$ cat src/rtl/key_sched_pkg.sv
// Shared types and default parameters for the front-panel key debounce scheduler.
package key_sched_pkg;

   typedef enum logic [1:0] {
      IDLE,
      SETTLE,
      COMMIT
   } state_t;

   localparam int N_KEYS_DEF     = 4;
   localparam int SETTLE_CYC_DEF = 10;

endpackage

$ cat src/rtl/key_scheduler_sync_2ff.sv
// Two-flop synchronizer bank that brings the raw button levels into the clk domain.
module sync_2ff #(
   parameter int WIDTH = 1
) (
   input  logic             clk,
   input  logic             rst_n,
   input  logic [WIDTH-1:0] d,
   output logic [WIDTH-1:0] q
);

   logic [WIDTH-1:0] meta;

   // First stage may go metastable; the second stage gives it a full cycle to resolve.
   always_ff @(posedge clk or negedge rst_n) begin
      if (!rst_n) begin
         meta <= '0;
         q    <= '0;
      end else begin
         // NOTE: non-blocking assignments let both stages sample the old value on the same edge, forming a real two-flop chain.
         meta <= d;
         q    <= meta;
      end
   end

endmodule

$ cat src/rtl/key_scheduler.sv
// Round-robin debounce scheduler: one settle counter shared by all keys, one event per committed level change.
module key_scheduler
   import key_sched_pkg::*;
#(
   parameter int N_KEYS     = N_KEYS_DEF,
   parameter int SETTLE_CYC = SETTLE_CYC_DEF
) (
   input  logic                      clk,
   input  logic                      rst_ext_n,
   input  logic [N_KEYS-1:0]         key_raw,
   output logic                      evt_valid,
   output logic [$clog2(N_KEYS)-1:0] evt_key,
   output logic                      evt_press,
   input  logic                      evt_ready,
   output logic [N_KEYS-1:0]         key_state,
   output logic                      busy
);

   localparam int IDX_W = $clog2(N_KEYS);
   localparam int CNT_W = $clog2(SETTLE_CYC);
   localparam logic [CNT_W-1:0] CNT_LAST = CNT_W'(SETTLE_CYC - 1);

   state_t            state;
   logic [N_KEYS-1:0] ks;
   logic [N_KEYS-1:0] mismatch;
   logic [IDX_W-1:0]  ptr;
   logic [IDX_W-1:0]  cur;
   logic              tgt;
   logic [CNT_W-1:0]  cnt;
   logic              scan_hit;
   logic [IDX_W-1:0]  scan_idx;
   logic [IDX_W:0]    scan_pos;

   sync_2ff #(.WIDTH(N_KEYS)) u_sync (
      .clk   (clk),
      .rst_n (rst_ext_n),
      .d     (key_raw),
      .q     (ks)
   );

   // Next key index after idx, wrapping at N_KEYS (which need not be a power of two).
   function automatic logic [IDX_W-1:0] wrap_inc(input logic [IDX_W-1:0] idx);
      if (idx == IDX_W'(N_KEYS - 1))
         return '0;
      return idx + 1'b1;
   endfunction

   assign mismatch = ks ^ key_state;
   assign busy     = (state != IDLE);

   // Find the first mismatching key at or after ptr, wrapping; the lowest offset from ptr wins.
   always_comb begin
      // NOTE: every variable gets a default before the loop so no path leaves it unassigned, which would infer a latch.
      scan_hit = 1'b0;
      scan_idx = '0;
      scan_pos = '0;
      for (int off = N_KEYS - 1; off >= 0; off--) begin
         scan_pos = {1'b0, ptr} + (IDX_W + 1)'(off);
         if (scan_pos >= (IDX_W + 1)'(N_KEYS))
            scan_pos = scan_pos - (IDX_W + 1)'(N_KEYS);
         if (mismatch[scan_pos[IDX_W-1:0]]) begin
            scan_hit = 1'b1;
            scan_idx = scan_pos[IDX_W-1:0];
         end
      end
   end

   // Scheduler FSM: grant a key, watch it settle, then hold the event until the consumer takes it.
   always_ff @(posedge clk or negedge rst_ext_n) begin
      if (!rst_ext_n) begin
         state     <= IDLE;
         ptr       <= '0;
         cur       <= '0;
         tgt       <= 1'b0;
         cnt       <= '0;
         evt_valid <= 1'b0;
         evt_key   <= '0;
         evt_press <= 1'b0;
         key_state <= '0;
      end else begin
         case (state)
            IDLE: begin
               if (scan_hit) begin
                  cur   <= scan_idx;
                  tgt   <= ks[scan_idx];
                  cnt   <= '0;
                  state <= SETTLE;
               end
            end
            SETTLE: begin
               if (ks[cur] != tgt) begin
                  // Bounce: give up and move past this key so a chattering key cannot hog the counter.
                  ptr   <= wrap_inc(cur);
                  state <= IDLE;
               end else if (cnt == CNT_LAST) begin
                  evt_valid <= 1'b1;
                  evt_key   <= cur;
                  evt_press <= tgt;
                  state     <= COMMIT;
               end else begin
                  cnt <= cnt + 1'b1;
               end
            end
            COMMIT: begin
               if (evt_ready) begin
                  key_state[cur] <= tgt;
                  ptr            <= wrap_inc(cur);
                  evt_valid      <= 1'b0;
                  state          <= IDLE;
               end
            end
            default: state <= IDLE;
         endcase
      end
   end

endmodule

$ cat config.mk
export PLATFORM = sky130hd
export DESIGN_NAME = key_scheduler
export DESIGN_NICKNAME = d
export VERILOG_FILES = /design/src/rtl/key_sched_pkg.sv /design/src/rtl/key_scheduler_sync_2ff.sv /design/src/rtl/key_scheduler.sv
export SDC_FILE = /design/constraint.sdc
export NUM_CORES = 1
export LEC_CHECK = 0
export ABC_CLOCK_PERIOD_IN_PS = 2300
export CORE_UTILIZATION = 48
export CTS_CLUSTER_SIZE = 14
export DETAILED_ROUTE_END_ITERATION = 6
export PLACE_DENSITY_LB_ADDON = 0.12
export REMOVE_ABC_BUFFERS = 1
export SETUP_SLACK_MARGIN = 0.05
export SLEW_MARGIN = 30
export SYNTH_ARGS = -nofsm -noshare
export SYNTH_HDL_FRONTEND = slang
export SYNTH_HIERARCHICAL = 1
export SYNTH_SLANG_ARGS = --single-unit
export TNS_END_PERCENT = 30
$ cat constraint.sdc
create_clock -name clk -period 2.3 [get_ports clk]
set_input_delay 0.23 -clock clk [delete_from_list [all_inputs] [get_ports clk]]
set_output_delay 0.23 -clock clk [all_outputs]
set_load 0.01 [all_outputs]
# == Word level (Yosys, flattened, before mapping) ==
# Index checks and enable logic that the tools add are counted.
# totals
inputBits,7
word_cells,108
reg_bits,27
out_inout_bits,9
# classes
n_addsub,9
bitwise,2
n_reduce_logical,12
n_lt_le_gt_ge,11
n_mux,51
eq_ne,12
# ops
op,count
$mux W2,17
$mux W1,19
$lt A2 B3 Y1 const B,6
$bmux W1 S2,6
$mux W4,3
$ne A2 B2 Y1 const B,6
$ge A3 B3 Y1 const B,3
$reduce_and A3 Y1,3
$pmux W4 S2,1
$reduce_and A4 Y1,2
$sub A2 B1 Y2 const B,4
$add A2 B2 Y3 const B,2
$pmux W2 S3,1
$reduce_bool A2 Y1,3
$add A4 B1 Y4 const B,1
$bwmux W4,1
$eq A2 B2 Y1 const B,2
$eq A4 B4 Y1 const B,1
$pmux W2 S2,1
$reduce_and A2 Y1,2
$xor A4 B4 Y4,1
$add A2 B1 Y3 const B,1
$ge A2 B3 Y1 const B,1
$ne A3 B3 Y1 const B,1
9 further kinds,9

# == Depth between registers and ports, before layout ==
# Gate-level depths: netlist of run 1.
# depth
ltp_word,11
ltp_mapped,7
mapped_depth_nobuf,7

# == By module ==
# Netlist of run 1, hierarchy kept.
# by_module_without_submodules
module,seq_area_each_um2,area_per_inst_um2,n_inst,cells_per_inst
key_scheduler,475.5,1103.6,1,108
sync_2ff,200.2,200.2,1,8

# == Least setup slack after synthesis of run 1 ==
# OpenSTA, ideal clock, no wires.
# synth_timing
kind,register to register
startpoint,register cur[0]
endpoint,register ptr[1]
setup_slack_ns,0.445
synth_period_minus_slack_ns,1.855
setup_ns,0.125
arrival_time_ns,1.731
required_ns,2.175
path_stages_with_launch,6
n_path_buf,0
path_cell_list,dfrtp_1 > mux4_2 > xnor2_4 > nor2_1 > nor2_1 > mux2_2
# synth_via
elab_chain_cells,7
elab_cells_between_ends,17
classes_between,add/sub: 1; eq/ne: 3; mux: 12; reduce/logical: 1
# synth_rtl
item,line,text
"start, declared",key_scheduler.sv:27,logic [IDX_W-1:0] cur;
"start signal, assigned",key_scheduler.sv:84,cur <= scan_idx;
$eq A2 B2 Y1,key_scheduler.sv:43,if (idx == IDX_W'(N_KEYS - 1))
$mux W1,key_scheduler.sv:43,
$mux W1 (on tied branches),"key_scheduler.sv:105, key_scheduler.sv:91",
$mux W1,key_scheduler.sv:81,case (state)
$mux W2,key_scheduler.sv:45,return idx + 1'b1;
$mux W2 (on tied branches),"key_scheduler.sv:105, key_scheduler.sv:91",
$pmux W2 S2,key_scheduler.sv:81,
"end signal, assigned",key_scheduler.sv:93,ptr <= wrap_inc(cur);
"end signal, assigned",key_scheduler.sv:107,ptr <= wrap_inc(cur);
"end, declared",key_scheduler.sv:26,logic [IDX_W-1:0] ptr;
# Several ways; a longest one is shown, not always the timed one. The select of a mux whose other input is x is not followed.
# A chain may end at the register's enable or synchronous reset.

# == Worst setup path after layout of run 1 ==
# Same ends and word-level chain as after synthesis.

==> flow_summary.toml, run 1 <==
[sta]
hold_ws_ns = 0.229
period_share = 0.838
rsz0062_at_grt = "false"
layout_min_cycle_time_ns = 1.93
setup_tns_ns = 0
finalClockSkew_ns = 0.00933
max_freq_mhz = 519
worst_pin_slew_ns = 0.551
hold_viol = 0
report.final.slew_viol_count = 0
finalSetupViolCount = 0
relSlewSlack = 0.629

[logic_synthesis]
synth_seq_cells = 27
ys_warn_count = 6
syn_area_per_cell_um2 = 11.2
synthFlopType = "dfrtp_1"
synth_edf_count = 0
synthArstFlopShare = 1.00
ys_seq_area_frac = 0.518
synth.distinct_cells = 30
netlist_area_mm2 = 0.00130
netlist_instances = 116

[clock_network]
clockBufferDepth = 2
tritoncts = "built"
cts_root_buffer = "clkbuf_4"
cts-resized-gates = 0
numCtsBuffers = 3
cts_num_sinks = 27
h-tree-depth = 1
ctsHoldBuffers = 0
insertion_delay_ns = 0.34
postCtsSetupRepairBufs = 0
clk_pin_slew_ns = 0.16

[pwr]
leakage_nw = 0.686
powerDensity_mw_per_mm2 = 972
total_power_mw = 1.49
peakVddDrop_mv = 0.723

[drt]
vias_per_cell = 5.46
num_vias = 907
ant_nets = 0
wl_per_cell_um = 14.2
dr.pass1.iters = 4
routed_wl_um = 2350
drc = 0
drt_iter0_markers = 17

[placed_design]
port-buffer-count = 15
routabilityCongestion = 0.726
dp.cells = 162
post-dp-hpwl_um = 1790

[cells_and_area]
area_delta_synth_final_pct = 17.4
stdcell_count = 166
final_nets = 150
num_antenna_cells = 0
post-route-util = 0.607
drive_gt1_frac = 0.110

[floorplan]
die_area_mm2 = 0.00293
start_util = 0.517
coreArea_mm2 = 0.00252
io-pin-count = 16
dieWidth_um = 54.1
rows = 18
dieHeight_um = 54.1

[worst_hold_path]
hold_class = "in -> async"

[global_route]
gr-usage-all-layers = 0.189
grt_max_degree = 28
grt-ovfl-total = 0
grt_pass1_wl_um = 3860
first_global_vias = 881
antenna_found_initial = 0

[critical_path]
path_class = "reg -> reg"
critPathRequiredTime_ns = 2.55
critPathCaptureType = "flop"
cp.arrival_ns = 2.18
path_max_fanout = 8
startpoint_type = "flop"

[run]
max_cap_violations = 0

[run_status]
outcome = "completed"
-- cells in the final DEF (no fill, tap or decap), types with 4 or more instances in the layout --
master           synthesis  layout
ha_1                     6       6
nor2_1                  10      10
o21ai_0                  8       8
nand2b_1                 4       4
clkdlybuf4s50_1          0      15
inv_1                    6       6
dfrtp_1                 27      27
mux2_2                   5       5
a21oi_1                  4       4
nand2_1                 15      15
-- worst paths after layout --
path / cells after the start / from / endpoint / slack, ns
setup / recovery: 5 / cur[0] / ptr[1] / 0.37
hold / removal: 2 / rst_ext_n / state[0] / 0.23
setup reg to reg: 5 / cur[0] / ptr[1] / 0.37
hold reg to reg: 0 / u_sync/meta[1] / u_sync/q[1] / 0.38
max in group asynchronous: 2 / rst_ext_n / u_sync/q[3] / 1.82
min in group clk: 1 / key_raw[0] / u_sync/meta[0] / 0.31
-- flip-flops by register name (all words and copies together), names as in the netlist --
name and cells:
cnt 4, ptr 2, evt_valid 1, cur 2, evt_press 1, u_sync/meta 4, tgt 1, evt_key 2
state 2, key_state 4, u_sync/q 4
-- cells in the mapped netlist (2+ instances only) --
master    instances  area, µm²
a21oi_1           4       20.0
nor2_1           10       37.5
xor2_1            3       26.3
mux2i_1           3       30.0
a32oi_1           2       17.5
nand2b_1          4       25.0
xnor2_1           3       26.3
nand2_1          15       56.3
inv_1             6       22.5
ha_1              6       75.1
o21ai_0           8       40.0
nand3_1           3       15.0
dfrtp_1          27        676
mux2_2            5       56.3
o31ai_1           2       15.0
-- worst max-delay path, cell delays in order (launching register included) --
cell     delay [ns]
dfrtp_1        0.45
mux4_2         0.60
xnor2_4        0.28
nor2_1         0.08
nor2_1         0.10
mux2_2         0.33
-- power breakdown --
part | switching [mW] | internal, mW
clock | 0.156 | 0.0711
sequential | 0.114 | 0.552
combinational | 0.310 | 0.284
-- per-stage QoR --
| step | instance area (µm²) | worst slack (ns) |
|---|---|---|
| after floorplan | 1300 | 0.445 |
| after global placement | 1500 | 0.389 |
| after detailed placement | 1500 | 0.352 |
| after CTS | 1530 | 0.343 |
| after global routing | 1530 | 0.212 |
| final | 1530 | 0.372 |
-- layout make-up --
type,instances,area [µm²]
inverters,6,22.5
flip-flops and latches,27,676
multi-input cells,83,606
clock buffers,3,22.5
well taps,30,37.5
fillers,234,992
repair buffers,16,158
clock inverters,1,8.76
-- cell families (layout without fill, tap and decap cells) --
| logic type | count (synthesis) | after routing | synth area share |
|---|---|---|---|
| compound gates | 24 | 24 | 0.130 |
| flops | 27 | 27 | 0.518 |
| xor+xnor | 7 | 7 | 0.0614 |
| fa+ha+maj | 6 | 6 | 0.0576 |
| simple gates | 36 | 36 | 0.121 |
| buf+inv | 6 | 26 | 0.0173 |
| mux | 10 | 10 | 0.0950 |
-- metal layers --
metal	up-vias	track usage	part of all wire
li1	439	-	-
met1	439	0.238	0.47
met2	27	0.329	0.48
met3	2	0.0508	0.046
met4	0	0.0299	0.0051
met5	-	0	0
No activity file was read; power rests on OpenSTA's default activity.
==> run 2, diff against run 1 <==
--- a/config.mk
+++ b/config.mk
@@ -5,7 +5,7 @@
 export SDC_FILE = /design/constraint.sdc
 export NUM_CORES = 1
 export LEC_CHECK = 0
-export ABC_CLOCK_PERIOD_IN_PS = 2300
+export ABC_CLOCK_PERIOD_IN_PS = 1700
 export CORE_UTILIZATION = 48
 export CTS_CLUSTER_SIZE = 14
 export DETAILED_ROUTE_END_ITERATION = 6
==> constraint.sdc (replaced) <==
create_clock -name clk -period 1.7 [get_ports clk]
set_input_delay 0.17 -clock clk [delete_from_list [all_inputs] [get_ports clk]]
set_output_delay 0.17 -clock clk [all_outputs]
set_load 0.01 [all_outputs]
==> run 2 against run 1 <==
The run now ends with setup timing left. Largest power group is now combinational logic. Largest cell class unchanged. Sequential share of layout area fell by 4.9 points. Clock power grew 22%. Highest routed layer unchanged. Final cell count is 11% higher. Critical path type unchanged.
==> flow_summary.toml, run 2 (synthesized netlist as in run 1, its figures left out) <==
[critical_path]
startpoint_type = "flop"
critPathCaptureType = "flop"
crit_chain = "mux4_2, xnor2_4, buf_4, nand2_1, o31ai_1, a221oi_1"
reg2regPathDepth = 6
cpMaxStageDelayCell = "mux4_2"
path_max_fanout = 4
cp.depth = 6
critical_path.top_delay_family = "multiplexers"
path_class = "reg -> reg"
cp.arrival_ns = 2.05
slowest_delay_ns = 0.58
cp.buffers_inverters = 1
critPathRequiredTime_ns = 1.93

[placed_design]
post-dp-hpwl_um = 2040
port-buffer-count = 15
routabilityCongestion = 0.888
placed_area_mm2 = 0.00162
dp.cells = 178

[sta]
rsz0062_at_grt = "true"
setup_tns_ns = -0.481
relSlewSlack = 0.756
worst_pin_slew_ns = 0.363
layout_min_cycle_time_ns = 1.82
hold_ws_ns = 0.185
max_freq_mhz = 549
finalClockSkew_ns = 0.00633
finalSetupViolCount = 7
fin_ws_ns = -0.121
report.final.slew_viol_count = 0
hold_viol = 0
period_share = 1.07

[floorplan]
io-pin-count = 16
rows = 18
start_util = 0.517
coreArea_mm2 = 0.00252
dieWidth_um = 54.1
dieHeight_um = 54.1
die_area_mm2 = 0.00293

[clock_network]
numCtsBuffers = 3
cts_root_buffer = "clkbuf_4"
tritoncts = "built"
clockBufferDepth = 2
clk_pin_slew_ns = 0.14
h-tree-depth = 1
ctsHoldBuffers = 0
insertion_delay_ns = 0.33
cts_num_sinks = 27

[pwr]
internal_power_mw = 1.41
p_seq_frac = 0.388
clkPwrFrac = 0.121
leakage_nw = 0.790
p_switching_mw = 0.872
comb_power_share = 0.491
peakVddDrop_mv = 0.940
switching_share = 0.383
powerDensity_mw_per_mm2 = 1320
total_power_mw = 2.28

[run_status]
outcome = "finished with violations"
violations = "setup timing"

[run]
max_cap_violations = 0

[drt]
dr.pass1.iters = 4
ant_nets = 0
routed_wl_um = 2830
drc = 0
num_vias = 1021
wl_per_cell_um = 15.4
drt_iter0_markers = 19
vias_per_cell = 5.55

[cells_and_area]
stdcell_count = 184
num_antenna_cells = 0
final_nets = 168
drive_gt1_frac = 0.253
most-common-layout-cells = "25 x dfrtp_1, 19 x buf_4, 15 x nand2_1, 15 x clkdlybuf4s50_1, 9 x nor2_1"
area_delta_synth_final_pct = 32.4
final_common_cell = "dfrtp_1"
fin_area_mm2 = 0.00173

[global_route]
antenna_found_initial = 0
grt_use_met2 = 0.368
gr-usage-all-layers = 0.220
grt_use_met3 = 0.0621
grt_max_degree = 28
grt_busiest_layer = "met2"
grt-ovfl-total = 0
met1_usage = 0.273
first_global_vias = 943
grt_pass1_wl_um = 4320

[worst_hold_path]
hold_class = "in -> async"
## run 2: cell count changes in the layout (fill, tap and decap cells not counted), moves of 2 or more
cell     before  now
o21ai_1       0    2
dfrtp_1      27   25
o21ai_0       8    6
xnor2_1       3    1
buf_4         1   19
xnor2_4       1    3
dfrtp_2       0    2
## run 2: final timing paths
kind                                 from              to  slack (ns)
min reg2reg                u_sync/meta[2]     u_sync/q[2]        0.36
min in group clk               key_raw[0]  u_sync/meta[0]        0.26
max reg2reg                        cur[0]          ptr[0]       -0.12
max                                cur[0]          ptr[0]       -0.12
max in group asynchronous       rst_ext_n        state[1]        1.24
min                             rst_ext_n          cnt[0]        0.18
## run 2: power by group through the flow
stage / combinational (mW) / clock [mW] / sequential, mW
2_1_floorplan: 0.632 / 0 / 0.875
3_3_place_gp: 0.989 / 0 / 0.887
3_5_place_dp: 1.03 / 0 / 0.901
4_1_cts: 1.05 / 0.285 / 0.890
5_1_grt: 1.21 / 0.315 / 0.895
6_report: 1.12 / 0.276 / 0.885
## run 2: routing by layer
metal | wire length [µm] | share of wire | up-vias
met2 | 1410 | 0.50 | 41
met1 | 1230 | 0.43 | 490
met4 | 53 | 0.019 | 0
met5 | 0 | 0 | -
met3 | 138 | 0.049 | 8
li1 | - | - | 482
## run 2: final cells by class
type | instances | area (µm²)
repair buffers | 34 | 293
multi-input cells | 83 | 668
clock inverters | 1 | 5.00
clock buffers | 3 | 22.5
inverters | 6 | 22.5
fillers | 183 | 796
flip-flops and latches | 27 | 678
well taps | 30 | 37.5
## run 2: per-stage QoR
stage / worst slack (ns) / util
3_3_place_gp: -0.0490 / 0.642
2_1_floorplan: -0.155 / -
5_1_grt: -0.187 / 0.685
4_1_cts: -0.151 / 0.660
3_5_place_dp: -0.122 / 0.642
6_report: -0.121 / 0.685
## run 2: what timing repair did
action / in CTS / in global routing
setup endpoints to repair: 12 / 16
buffers inserted: 0 / 2
gates resized for setup: 3 / 9
pin swaps: 0 / 0
==> run 3, diff against run 2 <==
--- a/config.mk
+++ b/config.mk
@@ -5,10 +5,12 @@
 export SDC_FILE = /design/constraint.sdc
 export NUM_CORES = 1
 export LEC_CHECK = 0
+export ABC_AREA = 1
 export ABC_CLOCK_PERIOD_IN_PS = 1700
 export CORE_UTILIZATION = 48
 export CTS_CLUSTER_SIZE = 14
 export DETAILED_ROUTE_END_ITERATION = 6
+export GPL_TIMING_DRIVEN = 0
 export PLACE_DENSITY_LB_ADDON = 0.12
 export REMOVE_ABC_BUFFERS = 1
 export SETUP_SLACK_MARGIN = 0.05
==> run 3 against run 2 <==
Critical endpoint is now tgt. Power rose by 34%. Wire length rose by 6.1%. Area after synthesis rose by 12%. Final cell count rose by 28%. The flow still finishes with violations (setup timing). Sequential power rose by 9.9%. Combinational power rose by 62%. Flip-flop and latch count did not move. Setup slack improved by 0.11 ns.
==> flow_summary.toml, run 3 <==
[sta]
worst_pin_slew_ns = 0.597
rsz0062_at_grt = "true"
hold_viol = 0
layout_min_cycle_time_ns = 1.71
period_share = 1.01
max_freq_mhz = 584
finalClockSkew_ns = 0.0108
fin_ws_ns = -0.0126
finalSetupViolCount = 1
relSlewSlack = 0.602
report.final.slew_viol_count = 0

[logic_synthesis]
synthArstFlopShare = 1.00
synth_edf_count = 0
synth_top_area_frac = 0.465
netlist_area_mm2 = 0.00145
synth_top_area_cell = "dfrtp_1"
synth_seq_cells = 27
yosysMostFrequentCell = "nand2_1"
ys_seq_area_frac = 0.465
synth.distinct_cells = 21
synthFlopType = "dfrtp_1"
ys_warn_count = 6
synthTopCellsByArea = "dfrtp_1 46%, nand2_1 12%, nand3_1 5.9%, inv_1 5.7%, ha_1 5.2%"
netlist_instances = 177
syn_area_per_cell_um2 = 8.21
synth.top_cells.by_count = "48 x nand2_1, 27 x dfrtp_1, 22 x inv_1"

[drt]
num_vias = 1213
ant_nets = 0
dr.pass1.iters = 4
drt_iter0_markers = 75
routed_wl_um = 3010
vias_per_cell = 5.16
drc = 0
wl_per_cell_um = 12.8

[run_status]
violations = "setup timing"
outcome = "finished with violations"

[global_route]
grt_pass1_wl_um = 4790
antenna_found_initial = 0
grt_max_degree = 28
gr-usage-all-layers = 0.188
grt-ovfl-total = 0
first_global_vias = 1122

[critical_path]
critPathCaptureType = "flop"
path_max_fanout = 7
slowest_delay_ns = 0.53
cp.arrival_ns = 1.94
cpMaxStageDelayCell = "dfrtp_2"
startpoint_type = "flop"
critPathRequiredTime_ns = 1.93
path_class = "reg -> reg"
reg2regPathDepth = 13
critical_path.top_delay_family = "simple AND/OR/NAND/NOR gates"
cp.buffers_inverters = 2
cp.depth = 13
crit_chain = "clkinv_4, nand3_2, nand3_1, nand2_1, inv_2, a21oi_2, nand2_2, nand2_2, nand2_1, nand3_1, nand2_1, nand2_1, nand2_1"
cp_common_cell = "nand2_1"

[floorplan]
die_area_mm2 = 0.00325
rows = 19
dieWidth_um = 57.0
dieHeight_um = 57.0
io-pin-count = 16
coreArea_mm2 = 0.00281
start_util = 0.518

[run]
max_cap_violations = 0

[pwr]
powerDensity_mw_per_mm2 = 1690
clkPwrFrac = 0.089
internal_power_mw = 1.60
p_switching_mw = 1.46
leakage_nw = 0.871
comb_power_share = 0.593
switching_share = 0.477
p_seq_frac = 0.319
peakVddDrop_mv = 0.991
total_power_mw = 3.05

[placed_design]
dp.cells = 222
routabilityCongestion = 0.834
port-buffer-count = 15
placed_area_mm2 = 0.00163
post-dp-hpwl_um = 2070

[clock_network]
cts_num_sinks = 27
numCtsBuffers = 3
insertion_delay_ns = 0.32
cts_root_buffer = "clkbuf_4"
clockBufferDepth = 2
tritoncts = "built"
h-tree-depth = 1
clk_pin_slew_ns = 0.15

[worst_hold_path]
holdPathStages = 1
hold_class = "in -> reg"

[cells_and_area]
num_antenna_cells = 0
most-common-layout-cells = "45 x nand2_1, 23 x dfrtp_1, 21 x inv_1"
final_nets = 218
post-route-util = 0.645
area_delta_synth_final_pct = 24.4
stdcell_count = 235
final_common_cell = "nand2_1"
drive_gt1_frac = 0.255
fin_area_mm2 = 0.00181
## run 3: changes by cell type after synthesis, sizes merged, moves of 3 or more
| cell | change |
|---|---|
| nand2 | +40 |
| inv | +18 |
| nand2b | -4 |
| mux2 | -6 |
| xnor2 | -3 |
| mux2i | -3 |
| nand3 | +19 |
| o21ai | +10 |
| a21oi | +5 |
## run 3: what timing repair did
| item | in CTS | in global routing |
|---|---|---|
| gates resized for setup | 6 | 19 |
| gates cloned | 0 | 1 |
| endpoints found under the hold margin | 27 | 0 |
| hold buffers | 1 | 0 |
| buffers inserted | 2 | 5 |
| pin swaps | 0 | 7 |
| endpoints found under the setup margin | 7 | 14 |
## run 3: cells by family after synthesis
kind of cell / share of synthesized area
DFF: 0.465
adders and majority gates: 0.0516
buffers and inverters: 0.0731
and+or+nand+nor: 0.294
xor gates and xnor gates: 0.0181
AOI/OAI and AO/OA: 0.0981
## run 3: power groups by stage
stage	clock (mW)	sequential, mW	combinational [mW]
floorplan	0	0.932	1.18
global placement	0	0.946	1.46
finish	0.270	0.973	1.81
global route	0.308	0.992	2.03
CTS	0.282	0.945	1.61
detailed placement	0	0.951	1.52
## run 3: layout make-up
| type | count | area (µm²) |
|---|---|---|
| Multi-Input combinational cell | 126 | 759 |
| Tap cell | 31 | 38.8 |
| Inverter | 24 | 95.1 |
| Fill cell | 239 | 996 |
| Clock buffer | 3 | 22.5 |
| Sequential cell | 27 | 681 |
| Timing Repair Buffer | 23 | 208 |
| Clock inverter | 1 | 5.00 |
## run 3: per-stage QoR
stage / worst slack (ns) / hold slack, ns / setup TNS [ns]
floorplan: 0.130 / -0.126 / 0
global placement: 0.00367 / 0.334 / 0
detailed placement: -0.0506 / 0.205 / -0.0688
CTS: 0.0370 / 0.252 / 0
global route: -0.122 / 0.250 / -0.334
finish: -0.0126 / 0.262 / -0.0126
## run 3: layer usage
| metal | track usage | part of all wire | vias up |
|---|---|---|---|
| met4 | 0.0871 | 0.021 | 0 |
| met2 | 0.296 | 0.48 | 17 |
| met1 | 0.269 | 0.49 | 569 |
| met5 | 0 | 0 | - |
| li1 | - | - | 619 |
| met3 | 0.0136 | 0.015 | 8 |
## run 3: final timing paths
path,from,end,slack (ns)
setup / recovery,ptr[0],tgt,-0.01
hold / removal,key_raw[1],u_sync/meta[1],0.26
setup reg to reg,ptr[0],tgt,-0.01
hold reg to reg,u_sync/meta[3],u_sync/q[3],0.37
max in group asynchronous,rst_ext_n,ptr[0],0.90
min in group asynchronous,rst_ext_n,u_sync/q[1],0.37
## run 3: worst reg2reg max path, cell delays in order (launching register included)
cell      delay, ns
dfrtp_2        0.53
clkinv_4       0.12
nand3_2        0.11
nand3_1        0.13
nand2_1        0.10
inv_2          0.06
a21oi_2        0.13
nand2_2        0.09
nand2_2        0.08
nand2_1        0.05
nand3_1        0.06
nand2_1        0.06
nand2_1        0.05
nand2_1        0.05
